## config.mk

```make
export PLATFORM = sky130hd
export DESIGN_NAME = sum_threshold_node
export DESIGN_NICKNAME = d
export VERILOG_FILES = /design/src/rtl/noc_pkg.sv /design/src/rtl/st_membrane_mem.sv /design/src/rtl/sum_threshold_node.sv
export SDC_FILE = /design/constraint.sdc
export NUM_CORES = 1
export LEC_CHECK = 0
export CAP_MARGIN = 20
export CELL_PAD_IN_SITES_DETAIL_PLACEMENT = 2
export CELL_PAD_IN_SITES_GLOBAL_PLACEMENT = 2
export CORE_ASPECT_RATIO = 1.75
export CORE_MARGIN = 2
export CORE_UTILIZATION = 30
export CTS_CLUSTER_DIAMETER = 40
export DETAILED_ROUTE_END_ITERATION = 8
export DONT_BUFFER_PORTS = 1
export PLACE_DENSITY = 0.71
export SLEW_MARGIN = 10
export SYNTH_ARGS = -nofsm -noshare
export SYNTH_HDL_FRONTEND = slang
export SYNTH_HIERARCHICAL = 1
export SYNTH_SLANG_ARGS = --single-unit
```

## constraint.sdc

```tcl
create_clock -name clk -period 5.8 [get_ports clk]
set_input_delay 1.16 -clock clk [delete_from_list [all_inputs] [get_ports clk]]
set_output_delay 1.16 -clock clk [all_outputs]
set_load 0.005 [all_outputs]
```

## src/rtl/noc_pkg.sv

```systemverilog
// Shared NoC packet layout, type codes and the
// sum/threshold node state encoding.
package noc_pkg;

  localparam int SRC_HI  = 34;
  localparam int SRC_LO  = 31;
  localparam int DST_HI  = 30;
  localparam int DST_LO  = 27;
  localparam int TYPE_HI = 26;
  localparam int TYPE_LO = 24;
  localparam int TS_HI   = 23;
  localparam int TS_LO   = 16;
  localparam int ROW_HI  = 15;
  localparam int ROW_LO  = 8;
  localparam int PSUM_HI = 7;
  localparam int PSUM_LO = 0;

  localparam logic [2:0] TYPE_FILTER = 3'b000;
  localparam logic [2:0] TYPE_IFMAP  = 3'b001;
  localparam logic [2:0] TYPE_PSUM   = 3'b010;
  localparam logic [2:0] TYPE_SPIKE  = 3'b011;

  typedef enum logic [1:0] {
    ST_ACC,
    ST_FIRE,
    ST_SEND
  } st_state_e;

endpackage

```

## src/rtl/st_membrane_mem.sv

```systemverilog
// Per-row membrane potential store: one write
// port, combinational read.
module st_membrane_mem #(
  parameter int DEPTH = 3,
  parameter int ACC_W = 12,
  parameter int AW    = 2
) (
  input  logic             clk,
  input  logic             we_i,
  input  logic [AW-1:0]    waddr_i,
  input  logic [ACC_W-1:0] wdata_i,
  input  logic [AW-1:0]    raddr_i,
  output logic [ACC_W-1:0] rdata_o
);

  logic [ACC_W-1:0] mem_q [DEPTH];

  always_ff @(posedge clk) begin
    if (we_i) mem_q[waddr_i] <= wdata_i;
  end

  assign rdata_o = mem_q[raddr_i];

endmodule

```

## src/rtl/sum_threshold_node.sv

```systemverilog
// Accumulates NUM_PE psums per output row, adds the
// residual potential and emits one spike packet.
module sum_threshold_node
  import noc_pkg::*;
#(
  parameter int           WIDTH    = 35,
  parameter logic [3:0]   ST_ADDR  = 4'b0011,
  parameter logic [3:0]   OUT_ADDR = 4'b1111,
  parameter int           NUM_PE   = 3,
  parameter int           DEPTH    = 3,
  parameter int           NUM_TS   = 10,
  parameter int           ACC_W    = 12,
  parameter int           THRESH   = 64
) (
  input  logic             clk,
  input  logic             rst_n,
  input  logic             in_valid,
  output logic             in_ready,
  input  logic [WIDTH-1:0] in_data,
  output logic             out_valid,
  input  logic             out_ready,
  output logic [WIDTH-1:0] out_data,
  output logic             done,
  output logic             err
);

  localparam int PC_W  = $clog2(NUM_PE + 1);
  localparam int ROW_W = (DEPTH > 1) ? $clog2(DEPTH) : 1;

  st_state_e        state_q, state_d;
  logic [ACC_W-1:0] acc_q, acc_d;
  logic [PC_W-1:0]  pcnt_q, pcnt_d;
  logic [7:0]       row_q, row_d;
  logic [7:0]       ts_q, ts_d;
  logic [WIDTH-1:0] out_q, out_d;
  logic             done_q, done_d;
  logic             err_q, err_d;

  logic             accept, pkt_ok, take;
  logic             last_psum, out_hs;
  logic             last_row, last_ts;
  logic [ACC_W-1:0] psum_ext, mem_rd;
  logic [ACC_W-1:0] res, pot, mem_wd;
  logic             spike, mem_we;
  logic             unused_bits;

  function automatic logic [ACC_W-1:0] sat_add(
    input logic [ACC_W-1:0] a,
    input logic [ACC_W-1:0] b
  );
    logic [ACC_W:0] s;
    s = {1'b0, a} + {1'b0, b};
    return s[ACC_W] ? '1 : s[ACC_W-1:0];
  endfunction

  assign unused_bits = ^{in_data[SRC_HI:SRC_LO],
                         in_data[TS_HI:ROW_LO]};

  assign pkt_ok = (in_data[DST_HI:DST_LO] == ST_ADDR)
               && (in_data[TYPE_HI:TYPE_LO] == TYPE_PSUM);
  assign accept    = in_valid && in_ready;
  assign take      = accept && pkt_ok;
  assign last_psum = take
                  && (pcnt_q == PC_W'(NUM_PE - 1));
  assign out_hs    = out_valid && out_ready;
  assign last_row  = (row_q == 8'(DEPTH - 1));
  assign last_ts   = (ts_q == 8'(NUM_TS - 1));
  assign psum_ext  = ACC_W'(in_data[PSUM_HI:PSUM_LO]);

  // ts==0 masks stale residuals from the previous run
  assign res    = (ts_q == 8'd0) ? '0 : mem_rd;
  assign pot    = sat_add(acc_q, res);
  assign spike  = (pot >= ACC_W'(THRESH));
  assign mem_wd = spike ? pot - ACC_W'(THRESH) : pot;
  assign mem_we = (state_q == ST_FIRE);

  st_membrane_mem #(
    .DEPTH (DEPTH),
    .ACC_W (ACC_W),
    .AW    (ROW_W)
  ) u_mem (
    .clk     (clk),
    .we_i    (mem_we),
    .waddr_i (row_q[ROW_W-1:0]),
    .wdata_i (mem_wd),
    .raddr_i (row_q[ROW_W-1:0]),
    .rdata_o (mem_rd)
  );

  always_ff @(posedge clk or negedge rst_n) begin
    if (!rst_n) state_q <= ST_ACC;
    else        state_q <= state_d;
  end

  always_comb begin
    state_d = state_q;
    unique case (state_q)
      ST_ACC:  if (last_psum) state_d = ST_FIRE;
      ST_FIRE: state_d = ST_SEND;
      ST_SEND: if (out_hs) state_d = ST_ACC;
      default: state_d = ST_ACC;
    endcase
  end

  always_comb begin
    in_ready  = (state_q == ST_ACC);
    out_valid = (state_q == ST_SEND);
  end

  always_comb begin
    acc_d  = acc_q;
    pcnt_d = pcnt_q;
    row_d  = row_q;
    ts_d   = ts_q;
    out_d  = out_q;
    done_d = 1'b0;
    err_d  = err_q;
    if (accept && !pkt_ok) err_d = 1'b1;
    if (take) begin
      acc_d  = sat_add(acc_q, psum_ext);
      pcnt_d = pcnt_q + 1'b1;
    end
    if (state_q == ST_FIRE) begin
      out_d  = {ST_ADDR, OUT_ADDR, TYPE_SPIKE,
                ts_q, row_q, 7'd0, spike};
      acc_d  = '0;
      pcnt_d = '0;
    end
    if (out_hs) begin
      if (last_row) begin
        row_d = 8'd0;
        if (last_ts) begin
          ts_d   = 8'd0;
          done_d = 1'b1;
        end else begin
          ts_d = ts_q + 8'd1;
        end
      end else begin
        row_d = row_q + 8'd1;
      end
    end
  end

  always_ff @(posedge clk or negedge rst_n) begin
    if (!rst_n) begin
      acc_q  <= '0;
      pcnt_q <= '0;
      row_q  <= '0;
      ts_q   <= '0;
      out_q  <= '0;
      done_q <= 1'b0;
      err_q  <= 1'b0;
    end else begin
      acc_q  <= acc_d;
      pcnt_q <= pcnt_d;
      row_q  <= row_d;
      ts_q   <= ts_d;
      out_q  <= out_d;
      done_q <= done_d;
      err_q  <= err_d;
    end
  end

  assign out_data = out_q;
  assign done     = done_q;
  assign err      = err_q;

endmodule
```

# After elaboration in Yosys (flattened, before gate mapping)
# Memory sizes are Yosys's and may differ from the RTL's.
# Cells that the tools add are included.
# classes
addsub,6
n_lt_le_gt_ge,1
eq_ne,9
n_mux,18
reduce_logical,12
# op_table
operator,count
12-bit 2-to-1 mux,6
8-bit by 1-bit adder with 8-bit output (second input constant),2
8-bit 2-to-1 mux,2
12-bit by 12-bit adder with 13-bit output,1
12-bit by 8-bit adder with 13-bit output,1
12-bit by 7-bit >= comparator with 1-bit output (second input constant),1
12-bit by 7-bit subtractor with 12-bit output (second input constant),1
8-bit by 2-bit equality test with 1-bit output (second input constant),1
8-bit by 4-bit equality test with 1-bit output (second input constant),1
8-bit zero test,1
2-bit 2-to-1 mux,4
1-bit logical AND,6
2-bit one-hot mux with 3 select lines,1
1-bit 2-to-1 mux,5
2-bit equality test (second input constant),2
4-bit by 2-bit equality test with 1-bit output (second input constant),1
2-bit by 1-bit != test with 1-bit output (second input constant),2
2-bit AND reduction,2
3-bit by 2-bit equality test with 1-bit output (second input constant),1
2-bit by 1-bit adder with 2-bit output (second input constant),1
2-bit by 1-bit equality test with 1-bit output (second input constant),1
2-bit zero test,1
2-bit nonzero test,1
1-bit zero test,1
# totals
register_bits,52
ramBits,36
inputBits,39
word_cells,55
n_memories,1
# memory_table
memory,words,width,rd,rd_clocked_by_memory_dff,wr,line,source
u_mem.mem_q,3,12,1,0,1,st_membrane_mem.sv:16,logic [ACC_W-1:0] mem_q [DEPTH];

# Longest topological paths before layout
# depth
word_depth,6
mapped_depth,21
depth_no_buf,19

# Modules after synthesis
# The synthesis kept the hierarchy.
# by_module_without_submodules
module,n_inst,cells_per_inst,area_per_inst_um2
sum_threshold_node,1,439,3746.1
st_membrane_mem,1,78,1356.3

# Worst setup path before layout
# No wires, ideal clock.
# synth_path
path_type,register to register
start,reg ts_q[5]
end,mem u_mem.mem_q[0][11] (data pin)
setup_time_ps,140
t_arrival_ps,4911
slack_ps,749
stages_incl_launch_ff,21
synth_period_minus_slack_ps,5051
path_cell_list,dfrtp_1 or4_1 nor4b_1 clkbuf_1 nor2b_1 ha_1 fa_1 a211oi_1 or3_4 a211o_2 and2_1 clkbuf_1 and2_1 ha_1 inv_1 a2111oi_0 o211a_1 o2111ai_1 nor2b_1 or4_1 nand2_1
# synth_between
elab_chain_cells,6
# synth_lines
item,line,source
start: declaration,sum_threshold_node.sv:34,"logic [7:0] ts_q, ts_d;"
start signal: assignment,sum_threshold_node.sv:157,ts_q <= ts_d;
8-bit zero test (*),sum_threshold_node.sv:71,assign res = (ts_q == 8'd0) ? '0 : mem_rd;
12-bit 2-to-1 mux (*),sum_threshold_node.sv:71,
12-bit by 12-bit adder with 13-bit output (*),sum_threshold_node.sv:52,"s = {1'b0, a} + {1'b0, b};"
12-bit 2-to-1 mux (*),sum_threshold_node.sv:53,return s[ACC_W] ? '1 : s[ACC_W-1:0];
12-bit by 7-bit subtractor with 12-bit output / 12-bit by 7-bit >= comparator with 1-bit output (equally long branches),"sum_threshold_node.sv:74, sum_threshold_node.sv:73",
12-bit 2-to-1 mux (*),sum_threshold_node.sv:74,assign mem_wd = spike ? pot - ACC_W'(THRESH) : pot;
net mem_wd[11],sum_threshold_node.sv:43,"logic [ACC_W-1:0] res, pot, mem_wd;"
end: declaration,st_membrane_mem.sv:16,
# The timed path passes the listed nets; every way through them passes the cells marked *.

# Worst setup path after layout
# layout_path
start,reg ts_q[5]
end,mem u_mem.mem_q[1][11] (data pin)
# The elaborated chain is that of the path after synthesis.

==> run summary <==
outcome -> finished, final reports clean
Top Ports -> 78
Post-synth ARST share -> 0.591
share of cells above drive strength 1 -> 0.0736
Cell Rows -> 63
CP Capture Type -> register
net count reported at finish -> 580
met2 WL -> 8310 um
Routed WL per cell -> 18.6 um
number of DRC markers in iteration 0 -> 135
register area share after synthesis -> 0.467
data required time at the worst endpoint -> 5.99 ns
Tmin final -> 5.40 ns
met3 WL -> 317 um
CTS tree -> built
Core ar. -> 16,800 um^2
Worst Clk Skew -> 0.0107 ns
Final period util -> 0.931
Cell Area, Synth -> 5100 um^2
hold path depth -> 1
post-CTS sizing -> 0
Num CTS Buffers -> 9
Critical R2R Launch -> ts_q[5]$_DFFE_PN0P_
Worst-Skew Late Latency -> 0.34 ns
Synth cell types -> 67
Port Buffer Count -> 0
fin area -> 5610 um^2
CTS sink count -> 88
worst hold endpoint -> pcnt_q[0]$_DFFE_PN0P_
Crit Path Class -> reg2reg
Final ANT Viol Nets -> 0
maximum clock path buffer count -> 2
number of hold buffers added after CTS -> 0
Mean Syn Cell Area -> 9.87 um^2
Final Core Density -> 0.334
final count of negative-setup-slack endpoints -> 0
Post-synth EDFFs -> 36
setup TNS after final layout -> 0 ns
CTS Root Cell -> clkbuf_16
RR Endpoint -> u_mem/mem_q[1][11]$_DFFE_PP_
Fmax achieved -> 185 MHz
Crit Path Max Fanout -> 12
all-layer global routing usage -> 0.159
Starting Density -> 0.304
leak pwr -> 2.41 nW
Tightest Pin Transition -> 0.991 ns
largest net degree at the start of global routing -> 53
die height -> 177 um
Final HPWL DP -> 10,500 um
crit path DAT -> 5.60 ns
R2R cell count -> 18
H-tree depth -> 3
global-route wire length before repair -> 21,900 um
diodes inserted -> 0
Power Dens Cells -> 314 nW/um^2
DRC -> 0
Final Max Tran Viols -> 0
Syn. warnings -> 6
Syn Inst Count -> 517
MaxCap Viol Count -> 0
Reg clk slew, reported paths -> 0.06 ns
Die W -> 103 um
Die ar. -> 18,100 um^2
placed cell area -> 5280 um^2
reg2reg setup slack -> 0.40 ns
unrepaired setup endpoints after global routing -> no
startpoint types -> register
gr ovfl total -> 0
synthesis-to-layout area growth -> 10.0%
vias per cell -> 5.11
DR top layer -> met4
Power Total -> 0.00176 W
vias in the first global route -> 4,214
Fin. Hold Viols -> 0
Synth Register Bits -> 88
Total Wirelength -> 13,800 um
Hold Path Origin -> pcnt_q[0]$_DFFE_PN0P_
WL met1 -> 4920 um
Pre-Repair DR Iteration Count -> 4
postcts setup bufs -> 0
gpl congestion -> 0.815
max_slew headroom -> 0.338
HP Class -> reg2reg
initial antenna violation count -> 0
via count -> 3,795
Synth Flop Type -> dfrtp_1
Peak supply drop -> 105 uV
-- sequential cells by signal, indices dropped and copies added (netlist names) --
signal       flops
u_mem/mem_q     36
ts_q             8
state_q          2
out_data        18
acc_q           12
row_q            8
pcnt_q           2
done             1
err              1
-- where the power goes --
group / leakage [nW] / internal, W / switching, W
Clock: 0.162 / 0.000407 / 0.000250
Combinational: 1.23 / 0.000146 / 0.000238
Sequential: 1.02 / 0.000693 / 0.0000307
-- final cells by class --
cell class / count / area, um^2
Clock inverter: 5 / 85.1
Sequential cell: 88 / 2380
Timing Repair Buffer: 6 / 45.0
Clock buffer: 11 / 254
Multi-Input combinational cell: 383 / 2480
Tap cell: 227 / 284
Inverter: 23 / 86.3
Fill cell: 1848 / 11200
-- worst max path at each step --
stage / startpoint / to / slack (ns) / cells past startpoint
after floorplan: ts_q[5]$_DFFE_PN0P_ / u_mem/mem_q[0][11]$_DFFE_PP_ / 0.75 / 20
after global placement: ts_q[5]$_DFFE_PN0P_ / u_mem/mem_q[1][10]$_DFFE_PP_ / 0.52 / 18
after detailed placement: ts_q[5]$_DFFE_PN0P_ / u_mem/mem_q[1][10]$_DFFE_PP_ / 0.37 / 18
after CTS: ts_q[5]$_DFFE_PN0P_ / u_mem/mem_q[1][10]$_DFFE_PP_ / 0.35 / 18
after global routing: ts_q[5]$_DFFE_PN0P_ / u_mem/mem_q[2][10]$_DFFE_PP_ / 0.06 / 18
final: ts_q[5]$_DFFE_PN0P_ / u_mem/mem_q[1][11]$_DFFE_PP_ / 0.40 / 18
-- cells in the mapped netlist (all sizes together), types with 2 or more instances --
| cell | count | area share |
|---|---|---|
| and3 | 5 | 0.0061 |
| nand2 | 80 | 0.059 |
| clkbuf | 10 | 0.0074 |
| o22ai | 2 | 0.0025 |
| a21oi | 27 | 0.027 |
| edfxtp | 36 | 0.21 |
| nand3 | 16 | 0.018 |
| nor3 | 9 | 0.011 |
| nor2 | 29 | 0.021 |
| and2 | 4 | 0.0049 |
| o21a | 4 | 0.0059 |
| nand4 | 4 | 0.0049 |
| a31oi | 9 | 0.011 |
| and3b | 2 | 0.0034 |
| ha | 28 | 0.069 |
| o211a | 3 | 0.0059 |
| a211oi | 3 | 0.0054 |
| nor2b | 16 | 0.020 |
| and4 | 4 | 0.0071 |
| inv | 22 | 0.016 |
| dfrtp | 52 | 0.26 |
| or2 | 2 | 0.0029 |
| or4 | 3 | 0.0044 |
| o21bai | 3 | 0.0044 |
| nor4 | 2 | 0.0054 |
| o31ai | 2 | 0.0029 |
| buf | 22 | 0.031 |
| nor3b | 2 | 0.0029 |
| o2111ai | 3 | 0.0052 |
| xor2 | 5 | 0.0086 |
| or3 | 2 | 0.0034 |
| a21o | 6 | 0.0088 |
| mux2i | 16 | 0.031 |
| o21ai | 42 | 0.042 |
| o211ai | 2 | 0.0029 |
| fa | 2 | 0.0078 |
| or4b | 2 | 0.0039 |
| nand2b | 6 | 0.0074 |
| xnor2 | 13 | 0.022 |
| nor4b | 2 | 0.0034 |
-- stage by stage --
stage	setup slack, ns	hold slack (ns)	instances
final	0.398	0.482	743
after global routing	0.0567	0.492	743
after global placement	0.516	0.464	727
after detailed placement	0.366	0.486	727
after CTS	0.347	0.493	743
after floorplan	0.749	0.448	526
-- worst max-delay path, cell delays in order, from the launching register on --
cell and delay [ns]:
dfrtp_1 0.44, or4_1 0.60, nor4b_2 0.29, buf_4 0.23, nor2b_1 0.10, ha_1 0.55
nand3_4 0.15, or3_4 0.45, a211o_2 0.37, and2_1 0.25, nand2_1 0.19, ha_1 0.18
inv_1 0.04, a2111oi_0 0.32, o211a_1 0.21, o2111ai_1 0.14, nor2b_1 0.17, or4_1 0.43
nand2_1 0.13
-- routing by layer --
metal	up-vias	track usage
met4	0	0.0522
met2	52	0.328
li1	1798	-
met5	-	0
met1	1932	0.152
met3	13	0.0214
-- placed cells by master, fill, tap and decap left out, drive strengths merged, types with 3 or more instances in the layout --
cell type  count
o21a           4
o211a          3
o21bai         3
buf            6
nand4          4
o2111ai        3
and4           4
conb          10
and3           5
nor3           9
a21o           6
mux2i         16
dfrtp         52
xor2           5
a31oi          9
nand3         16
ha            28
or4            3
a21oi         27
nor2          29
xnor2         13
nand2         80
a211oi         3
nand2b         6
o21ai         42
clkbuf        11
and2           4
inv           24
nor2b         16
edfxtp        36
-- kinds of logic after synthesis --
logic type | Yosys count | synth area share
xor+xnor | 18 | 0.0309
simple gates | 192 | 0.193
mux | 17 | 0.0336
buf+inv | 55 | 0.0554
fa+ha+maj | 30 | 0.0765
flops | 88 | 0.467
compound gates | 116 | 0.143
other cells | 1 | 0.000735
Note: power is estimated with default switching activity, not from simulation.
